[src/rtl/random_perm3_seq_ctrl.sv]
// Draws one random permutation of a 3-element, 2-bit-per-element set from a free-running
// 7-bit LFSR and streams the permuted elements out over a valid/ready handshake.
module random_perm3_seq_ctrl #(
  parameter logic [6:0]  SEED  = 7'h5A,
  parameter int unsigned CNT_W = 16
) (
  input  logic             clk,
  input  logic             rst,
  input  logic             seed_we,
  input  logic [6:0]       seed_in,
  input  logic             start,
  output logic             start_rdy,
  input  logic [5:0]       x_in,
  output logic             out_valid,
  input  logic             out_ready,
  output logic [1:0]       out_data,
  output logic             out_last,
  output logic             busy,
  output logic [CNT_W-1:0] seq_count
);

  // An all-zero state would lock the LFSR up, so zero seeds load as 1.
  localparam logic [6:0] SeedInit = (SEED == 7'h00) ? 7'h01 : SEED;

  typedef enum logic [1:0] {StIdle, StDraw, StEmit} state_e;

  state_e           state_q, state_d;
  logic [6:0]       lfsr_q, lfsr_d;
  logic [5:0]       x_q, x_d;
  logic [6:0]       rnd_q, rnd_d;
  logic [5:0]       y_q, y_d;
  logic [1:0]       idx_q, idx_d;
  logic [CNT_W-1:0] cnt_q, cnt_d;
  logic [5:0]       y_map;
  logic [1:0]       e0, e1, e2;

  always_ff @(posedge clk) begin
    if (rst) begin
      state_q <= StIdle;
      lfsr_q  <= SeedInit;
      x_q     <= '0;
      rnd_q   <= '0;
      y_q     <= '0;
      idx_q   <= '0;
      cnt_q   <= '0;
    end else begin
      state_q <= state_d;
      lfsr_q  <= lfsr_d;
      x_q     <= x_d;
      rnd_q   <= rnd_d;
      y_q     <= y_d;
      idx_q   <= idx_d;
      cnt_q   <= cnt_d;
    end
  end

  // y_map packs {Y2, Y1, Y0}; six near-equal bands of the 7-bit select pick the permutation.
  always_comb begin
    e0 = x_q[1:0];
    e1 = x_q[3:2];
    e2 = x_q[5:4];
    if (rnd_q <= 7'd20) begin
      y_map = {e2, e1, e0};
    end else if (rnd_q <= 7'd41) begin
      y_map = {e1, e2, e0};
    end else if (rnd_q <= 7'd63) begin
      y_map = {e2, e0, e1};
    end else if (rnd_q <= 7'd84) begin
      y_map = {e1, e0, e2};
    end else if (rnd_q <= 7'd105) begin
      y_map = {e0, e2, e1};
    end else begin
      y_map = {e0, e1, e2};
    end
  end

  always_comb begin
    state_d = state_q;
    x_d     = x_q;
    rnd_d   = rnd_q;
    y_d     = y_q;
    idx_d   = idx_q;
    cnt_d   = cnt_q;

    // Reseed wins over the advance; the accept below still samples the pre-reseed value.
    if (seed_we) begin
      lfsr_d = (seed_in == 7'h00) ? 7'h01 : seed_in;
    end else begin
      lfsr_d = {lfsr_q[5:0], lfsr_q[6] ^ lfsr_q[5]};
    end

    case (state_q)
      StIdle: begin
        if (start) begin
          state_d = StDraw;
          x_d     = x_in;
          rnd_d   = lfsr_q;
        end
      end
      StDraw: begin
        state_d = StEmit;
        y_d     = y_map;
        idx_d   = 2'd0;
      end
      StEmit: begin
        if (out_ready) begin
          if (idx_q == 2'd2) begin
            state_d = StIdle;
            idx_d   = 2'd0;
            cnt_d   = cnt_q + 1'b1;
          end else begin
            idx_d = idx_q + 2'd1;
          end
        end
      end
      default: state_d = StIdle;
    endcase
  end

  always_comb begin
    start_rdy = (state_q == StIdle);
    busy      = (state_q == StDraw) || (state_q == StEmit);
    out_valid = (state_q == StEmit);
    out_last  = out_valid && (idx_q == 2'd2);
    out_data  = 2'b00;
    if (out_valid) begin
      case (idx_q)
        2'd0:    out_data = y_q[1:0];
        2'd1:    out_data = y_q[3:2];
        default: out_data = y_q[5:4];
      endcase
    end
    seq_count = cnt_q;
  end

endmodule

[config.mk]
export PLATFORM = sky130hd
export DESIGN_NAME = random_perm3_seq_ctrl
export DESIGN_NICKNAME = d
export VERILOG_FILES = /design/src/rtl/random_perm3_seq_ctrl.sv
export SDC_FILE = /design/constraint.sdc
export NUM_CORES = 1
export LEC_CHECK = 0
export ABC_AREA = 1
export ABC_CLOCK_PERIOD_IN_PS = 1500
export CELL_PAD_IN_SITES_DETAIL_PLACEMENT = 0
export CELL_PAD_IN_SITES_GLOBAL_PLACEMENT = 2
export CORE_MARGIN = 2
export CORE_UTILIZATION = 26
export CTS_BUF_LIST = sky130_fd_sc_hd__clkbuf_8 sky130_fd_sc_hd__clkbuf_16
export CTS_CLUSTER_SIZE = 12
export DETAILED_ROUTE_END_ITERATION = 12
export PLACE_DENSITY = 0.81
export REMOVE_ABC_BUFFERS = 1
export SLEW_MARGIN = 20
export SYNTH_ARGS = -nofsm -noshare
export SYNTH_HDL_FRONTEND = slang
export SYNTH_SLANG_ARGS = --single-unit
[constraint.sdc]
create_clock -name clk -period 1.5 [get_ports clk]
set_input_delay 0.3 -clock clk [delete_from_list [all_inputs] [get_ports clk]]
set_output_delay 0.3 -clock clk [all_outputs]
set_load 0.01 [all_outputs]
### Yosys cells after proc, flatten, opt, wreduce, memory -nomap -nowiden

Index checks and enable logic that the tools add are counted.

* memories: 0
* logic and storage cells: 48
* flip-flop bits (word level): 46
* RAM bits: 0
* memory bits (read-only): 0
* bits in latches: 0

* muxes and demuxes: 16
* multiply operators: 0
* add/sub/neg operators: 2
* reduce and logical (&&, ||, !) cells: 10
* eq/ne operators: 7
* bitwise gates (word level): 1
* magnitude comparators: 5
* divide/modulo/power cells: 0
* shift operators: 0

Operators with widths (count)
* 6-bit two-way mux: 4
* 16-bit by 1-bit adder with 16-bit output (second input constant): 1
* 7-bit by 6-bit <= comparator with 1-bit output (second input constant): 2
* 7-bit <= comparator (second input constant): 2
* 7-bit two-way mux: 2
* 2-bit two-way mux: 6
* 2-bit case mux with 2 select lines: 2
* 7-bit by 5-bit <= comparator with 1-bit output (second input constant): 1
* 7-bit logical NOT: 1
* 2-bit case mux with 3 select lines: 1
* 3-bit AND reduction: 2
* 2-bit by 1-bit == test with 1-bit output (second input constant): 2
* 2-bit == test (second input constant): 2
* 2-bit logical NOT: 2
* 4-bit two-way mux: 1
* 2-bit by 1-bit inequality test with 1-bit output (second input constant): 2
* 2-bit AND reduction: 2
* 2-bit by 1-bit adder with 2-bit output (second input constant): 1
* 2-bit inequality test (second input constant): 1
* 2-bit nonzero test: 1
* 1-bit logical AND: 1
* 1-bit logical OR: 1
* 1-bit bitwise XOR: 1

### Longest topological paths before layout

Gate-level depths: netlist (run 1).

* word-level depth: 6
* gate-level depth with buffers: 11
* mapped depth without buffers: 11

### Worst setup path before layout (run 1)

Ideal clock, no wire load.

* path type: register to register
* start point: register state_q[0]
* end point: register cnt_q[14], in the netlist seq_count[14]
* clock period less this slack: 1.654 ns
* required time: 1.369 ns
* stages on the path, launching flop included: 12
* slack: -0.154 ns
* setup time: 0.131 ns
* arrival time: 1.523 ns
* path buffers: 0
* path through: dfxtp_1 > inv_1 > ha_1 > nand2_4 > nor2_8 > inv_4 > nor2_8 > nand2_4 > nor2_8 > nand2_1 > nor2_2 > nor3_2

* cells in the longest elaborated chain, start to end: 2

Ends and longest elaborated chain
* from (decl): line 27 `state_e state_q, state_d;`
* from (signal assigned): line 39 `state_q <= StIdle;`
* from (signal assigned): line 47 `state_q <= state_d;`
* 2-bit == test
* via out_valid: line 14 `output logic out_valid,`
* 3-bit AND reduction (no source line)
* to (signal assigned): line 53 `cnt_q <= cnt_d;`
* to (decl): line 33 `logic [CNT_W-1:0] cnt_q, cnt_d;`

The timed path passes the listed nets, and every way through them passes these cells.
A chain may end at the register's enable or synchronous reset.

### Worst setup path in the final report (run 1)

* start point: register state_q[0]
* end point: register cnt_q[11], in the netlist seq_count[11]

* cells in the longest elaborated chain, start to end: 2

Ends and longest elaborated chain
* 2-bit == test: line 92 `case (state_q)`
* 3-bit AND reduction (no source line)

Every way passes these cells.

==> results of run 1 <==
## final timing paths
| check | start | endpoint | slack [ns] | depth (start not counted) |
|---|---|---|---|---|
| hold / removal | rnd_q[0]$_SDFFE_PP0P_ | rnd_q[0]$_SDFFE_PP0P_ | 0.45 | 2 |
| setup / recovery | state_q[0]$_SDFFE_PP0P_ | seq_count[11]$_SDFFE_PP0P_ | -0.08 | 12 |
| setup reg to reg | state_q[0]$_SDFFE_PP0P_ | seq_count[11]$_SDFFE_PP0P_ | -0.08 | 12 |
| hold reg to reg | rnd_q[0]$_SDFFE_PP0P_ | rnd_q[0]$_SDFFE_PP0P_ | 0.45 | 2 |
## flip-flops by register name, summed over array words and instances (netlist names)
| register | flops |
|---|---|
| lfsr_q | 7 |
| y_q | 6 |
| idx_q | 2 |
| rnd_q | 7 |
| seq_count | 16 |
| x_q | 6 |
| state_q | 2 |
## power by group
| part | leakage (nW) | switching (W) | internal, W | total, W |
|---|---|---|---|---|
| clock network | 0.0524 | 0.000399 | 0.000366 | 0.000765 |
| logic | 1.14 | 0.000527 | 0.000467 | 0.000994 |
| registers | 0.382 | 0.0000928 | 0.00135 | 0.00144 |
| total | 1.58 | 0.00102 | 0.00218 | 0.00320 |
## critical path, cell delays in order (launching register included)
cell	delay, ns
dfxtp_2	0.33
inv_2	0.07
ha_4	0.15
buf_6	0.10
nand2_4	0.06
nor2_8	0.16
nand2_4	0.07
nor2_4	0.11
nand2_4	0.08
nor2_4	0.12
nand2_2	0.07
o21ai_2	0.11
a21oi_1	0.05
## cells by family after synthesis
| kind of cell | Yosys count | share of synthesized area (%) |
|---|---|---|
| XOR/XNOR | 3 | 1.15 |
| AO/OA/AOI/OAI | 86 | 19.7 |
| flip-flops | 46 | 40.4 |
| AND/OR/NAND/NOR | 126 | 27.9 |
| buffers and inverters | 52 | 8.67 |
| adder cells (fa/ha/maj) | 4 | 2.19 |
## Yosys cell counts
cell	instances	area, µm²
nand2_1	55	206
dfxtp_1	46	921
inv_1	42	158
a21oi_1	38	190
o21ai_0	34	170
nand3_1	26	130
nor2_1	21	78.8
o21ai_1	7	35.0
clkbuf_1	6	22.5
nand2_2	5	31.3
ha_1	4	50.1
a221oi_1	3	26.3
inv_2	3	11.3
nand2_4	3	33.8
nor2_8	3	60.1
nor3_1	3	15.0
nor2_2	2	12.5
nor2_4	2	22.5
nor3_2	2	20.0
o211ai_1	2	15.0
xnor2_1	2	17.5
and2_1	1	6.26
and3_1	1	6.26
inv_4	1	6.26
nand4_1	1	6.26
nor4_1	1	6.26
o21bai_1	1	7.51
o22ai_1	1	6.26
xor2_1	1	8.76
## per-layer routing
metal / GRT usage, % / wire [µm] / up-vias
met5: 0 / 0 / -
met4: 2.99 / 54 / 0
met3: 2.45 / 157 / 4
met2: 22.0 / 2840 / 28
met1: 17.5 / 2950 / 1038
li1: - / - / 1207
## stage by stage
step	instance area (µm²)	std cells	util (%)	worst slack, ns	setup TNS, ns
floorplan	2260	311	-	-0.152	-0.752
global placement	3060	491	35.6	-0.273	-3.05
detailed placement	3060	491	35.6	-0.313	-3.68
CTS	3240	508	37.7	-0.0955	-0.296
global route	3340	509	38.9	-0.204	-1.96
finish	3340	509	38.9	-0.0755	-0.368
## layout by cell type (no fill, tap or decap), types with 3 or more instances in the layout
| master | netlist | final |
|---|---|---|
| a21oi_1 | 38 | 37 |
| nand2_2 | 5 | 5 |
| nand2_1 | 55 | 51 |
| nor2_1 | 21 | 19 |
| buf_4 | 0 | 38 |
| inv_2 | 3 | 4 |
| inv_1 | 42 | 41 |
| nor2_2 | 2 | 3 |
| nor2_8 | 3 | 3 |
| dlygate4sd2_1 | 0 | 16 |
| nor2_4 | 2 | 3 |
| buf_2 | 0 | 5 |
| clkdlybuf4s50_1 | 0 | 17 |
| o21ai_2 | 0 | 4 |
| o21ai_1 | 7 | 4 |
| nand3_1 | 26 | 23 |
| dfxtp_2 | 0 | 7 |
| nor3_1 | 3 | 3 |
| o21ai_0 | 34 | 32 |
| clkbuf_8 | 0 | 6 |
| buf_6 | 0 | 4 |
| dfxtp_1 | 46 | 37 |
| nand2_4 | 3 | 7 |
## area by class of cell
cell class | count | area, µm² | share of cell area, %
Clock buffer | 6 | 82.6 | 2.47
Clock inverter | 2 | 8.76 | 0.262
Inverter | 46 | 178 | 5.32
Multi-Input combinational cell | 219 | 1290 | 38.7
Sequential cell | 46 | 937 | 28.1
Tap cell | 108 | 135 | 4.05
Timing Repair Buffer | 82 | 706 | 21.1
## what timing repair did
| item | 4_1_cts | 5_1_grt |
|---|---|---|
| endpoints found under the setup margin | 38 | 26 |
| pin swaps | 10 | 10 |
| resized for setup | 63 | 24 |
| setup buffers | 9 | 6 |
==> impl_metrics.ini, run 1 <==
[sta]
report.final.slew_viol_count = 0
hold-worst-slack_ns = 0.454
setup_ws_ns = -0.0755
setup_viol = 10
relSlewSlack_pct = 77.6
fin_crit_sh_pct = 105
finalCriticalPeriod_ns = 1.58
grt_setup_unrepaired = true
tightestPinTransition_ns = 0.336
finalHoldViolations = 0
max_freq_mhz = 635
fin_skew_ns = 0.00581

[detailed_routing]
vias_per_cell = 4.47
firstDrtPassIters = 4
drc = 0
finalWirelength_um = 6000
wl_per_cell_um = 11.8
ant_nets = 0
drt_iter0_markers = 35
vias = 2277

[worst_setup_path]
crit_path_end_kind = register
worst_ep_arrival_time_ns = 1.76
worst_ep_required_time_ns = 1.68
worst_setup_path_start_kind = register
critPathKind = register to register
cp_max_fo = 4

[worst_hold_path]
hold_path.class = register to register

[pwr]
power.density_nw_per_um2 = 957
vdd.ir_drop.worst_mv = 0.386
p_leak_nw = 1.58
total_power_w = 0.00320

[floorplan]
start_util_pct = 26.5
fp.dieW_um = 97.7
io_pins = 40
chipHeight_um = 97.7
fp.coreArea_um2 = 8590
fp.dieArea_um2 = 9540
fp-row-count = 34

[clocking]
cts_max_path_buffers = 2
cts.clk_slew.worst_paths_ns = 0.09
cts-hold-fix-buffers = 0
numCtsBuffers = 5
clk_latency_ns = 0.29
cts_root_buffer = clkbuf_8
cts_sinks = 46
h-tree-depth = 2
cts_tree = yes

[status]
violations = negative setup slack
status = complete, but fails checks

[yosys]
synth.cell_area_um2 = 2280
ys_seq_area_share_pct = 40.4
synth-seq-cells = 46
syn_avg_cell_area_um2 = 7.20
yosys_warnings = 0
ys_types = 29
syn_inst = 317

[grt]
grt_max_degree = 26
grt_overflow = 0
antenna_found_initial = 0
grt_pass1_wl_um = 10400
first_global_vias = 2207
track_usage_pct = 13.1

[cells_and_area]
syn_to_final_growth_pct = 46.4
n_fill_cell = 916
layout-drive-gt1-share_pct = 26.7
n_antenna_cell = 0
num-nets-final = 422

[place]
portBuffers = 39
dp_hpwl_um = 4410
gp_congestion = 0.822

[flow_run]
maxCapViolations = 0
No activity file was read; power rests on OpenSTA's default activity.
==> inputs of run 2 (changes only) <==
--- a/config.mk
+++ b/config.mk
@@ -6,15 +6,15 @@
 export NUM_CORES = 1
 export LEC_CHECK = 0
 export ABC_AREA = 1
-export ABC_CLOCK_PERIOD_IN_PS = 1500
+export ABC_CLOCK_PERIOD_IN_PS = 1950
 export CELL_PAD_IN_SITES_DETAIL_PLACEMENT = 0
 export CELL_PAD_IN_SITES_GLOBAL_PLACEMENT = 2
 export CORE_MARGIN = 2
-export CORE_UTILIZATION = 26
+export CORE_UTILIZATION = 31
 export CTS_BUF_LIST = sky130_fd_sc_hd__clkbuf_8 sky130_fd_sc_hd__clkbuf_16
 export CTS_CLUSTER_SIZE = 12
 export DETAILED_ROUTE_END_ITERATION = 12
-export PLACE_DENSITY = 0.81
+export PLACE_DENSITY = 0.9
 export REMOVE_ABC_BUFFERS = 1
 export SLEW_MARGIN = 20
 export SYNTH_ARGS = -nofsm -noshare
==> constraint.sdc (replaced) <==
create_clock -name clk -period 1.95 [get_ports clk]
set_input_delay 0.39 -clock clk [delete_from_list [all_inputs] [get_ports clk]]
set_output_delay 0.39 -clock clk [all_outputs]
set_load 0.01 [all_outputs]
==> impl_metrics.ini, run 2 (synthesis results as in run 1) <==
[clocking]
cts-hold-fix-buffers = 0
cts_setup_buffers = 0
cts_sinks = 46
cts_max_path_buffers = 2
cts.clk_slew.worst_paths_ns = 0.09
clk_latency_ns = 0.30
h-tree-depth = 2
cts_root_buffer = clkbuf_8
numCtsBuffers = 5
cts_tree = yes

[sta]
relSlewSlack_pct = 77.0
grt_setup_unrepaired = false
hold-worst-slack_ns = 0.459
finalCriticalPeriod_ns = 1.81
setup_ws_ns = 0.137
fin_crit_sh_pct = 92.9
report.final.slew_viol_count = 0
finalHoldViolations = 0
fin_skew_ns = 0.00582
setup_viol = 0
tightestPinTransition_ns = 0.345
max_freq_mhz = 552

[worst_hold_path]
whs_endpoint = rnd_q[0]$_SDFFE_PP0P_
worst_hold_startpoint = rnd_q[0]$_SDFFE_PP0P_
hold_path.class = register to register
whs_path_depth = 2

[worst_setup_path]
worst-r2r-setup-slack_ns = 0.28
timing.rr.start = state_q[0]$_SDFFE_PP0P_
critPathKind = register to output pin
worst_ep_arrival_time_ns = 1.42
cp_max_fo = 5
worst_ep_required_time_ns = 1.56
r2r_end = seq_count[12]$_SDFFE_PP0P_
worst_setup_path_start_kind = register
crit_path_end_kind = output pin
ff2ff_path_depth = 12

[grt]
antenna_found_initial = 0
grt_overflow = 0
grt_max_degree = 26
grt.met1_usage_pct = 18.8
grt_pass1_wl_um = 9490
gr-usage-met2_pct = 22.2
top_usage_layer = met2
first_global_vias = 2061
track_usage_pct = 13.9
grtUsageMet3_pct = 2.85

[detailed_routing]
ant_nets = 0
vias_per_cell = 4.62
firstDrtPassIters = 4
finalWirelength_um = 5300
drc = 0
drt_iter0_markers = 71
wl_per_cell_um = 11.4
vias = 2143

[floorplan]
chipHeight_um = 89.8
start_util_pct = 31.8
io_pins = 40
fp.dieArea_um2 = 8060
fp.coreArea_um2 = 7180
fp-row-count = 31
fp.dieW_um = 89.8

[pwr]
p_leak_nw = 1.32
vdd.ir_drop.worst_mv = 0.300
power.density_nw_per_um2 = 851

[flow_run]
maxCapViolations = 0

[cells_and_area]
final_common_cell = nand2_1
layout_common_cells = nand2_1 (55), dfxtp_1 (44), inv_1 (41)
syn_to_final_growth_pct = 31.3
n_antenna_cell = 0
num-nets-final = 386
final_cell_count_no_fill = 464
layout-drive-gt1-share_pct = 11.2
largest_reg_flops = 16

[status]
status = finished clean

[place]
gp_congestion = 0.845
dp_cells = 456
dp_hpwl_um = 4020
place_ws_ns = -0.00157
portBuffers = 39
## run 2: cell types whose count changed in the layout (fill, tap and decap cells not counted), moves of 4 or more
cell             before  now
buf_4                38    7
clkdlybuf4s50_1      17   34
dlygate4sd2_1        16    3
dfxtp_1              37   44
dfxtp_2               7    1
buf_2                 5    0
buf_6                 4    0
nand2_1              51   55
nand2_4               7    3
o21ai_2               4    0
## run 2: cell type report
cell class	instances	area [µm²]
multi-input combinational	219	1180
tap	99	124
clock inverter	2	60.1
sequential	46	926
inverter	46	175
fill	752	4180
timing repair buffer	46	444
clock buffer	6	82.6
## run 2: repair_timing
item / 4_1_cts / 5_1_grt
resized for setup: 10 / 3
setup endpoints to repair: 5 / 2
pin swaps: 0 / 0
## run 2: how the worst max path moves through the flow
| stage | from | to | slack (ns) | depth (start not counted) |
|---|---|---|---|---|
| floorplan | state_q[0]$_SDFFE_PP0P_ | seq_count[12]$_SDFFE_PP0P_ | 0.30 | 11 |
| CTS | idx_q[0]$_SDFFE_PP0P_ | out_data[1] | -0.002 | 6 |
| global placement | out_ready | seq_count[11]$_SDFFE_PP0P_ | 0.05 | 10 |
| finish | state_q[0]$_SDFFE_PP0P_ | out_valid | 0.14 | 3 |
| global route | state_q[0]$_SDFFE_PP0P_ | out_valid | 0.09 | 3 |
| detailed placement | out_ready | seq_count[12]$_SDFFE_PP0P_ | -0.002 | 10 |
## run 2: critical path, stage by stage, from the launching register on
cell	delay (ns)
dfxtp_1	0.33
inv_2	0.10
ha_4	0.17
clkdlybuf4s50_1	0.53
## run 2: per-layer routing
layer  part of all wire [%]  wire, µm  up-vias
met4                    1.2        61        0
met2                     46      2460       38
met5                      0         0        -
met3                    4.3       230        4
met1                     48      2550      956
li1                       -         -     1145
## run 2: power by group
group / switching [W] / internal (W) / leakage [nW]
sequential: 0.0000741 / 0.00103 / 0.378
clock: 0.000332 / 0.000547 / 0.0714
combinational: 0.000333 / 0.000230 / 0.872
## run 2: metrics by stage
step | setup TNS (ns) | instance area (µm²) | total power, W | util [%]
after floorplan | 0 | 2260 | 0.00147 | -
after global placement | 0 | 2830 | 0.00169 | 39.4
after detailed placement | -0.00157 | 2830 | 0.00169 | 39.4
after CTS | -0.00225 | 2990 | 0.00259 | 41.6
after global routing | 0 | 2990 | 0.00271 | 41.7
final | 0 | 2990 | 0.00255 | 41.7
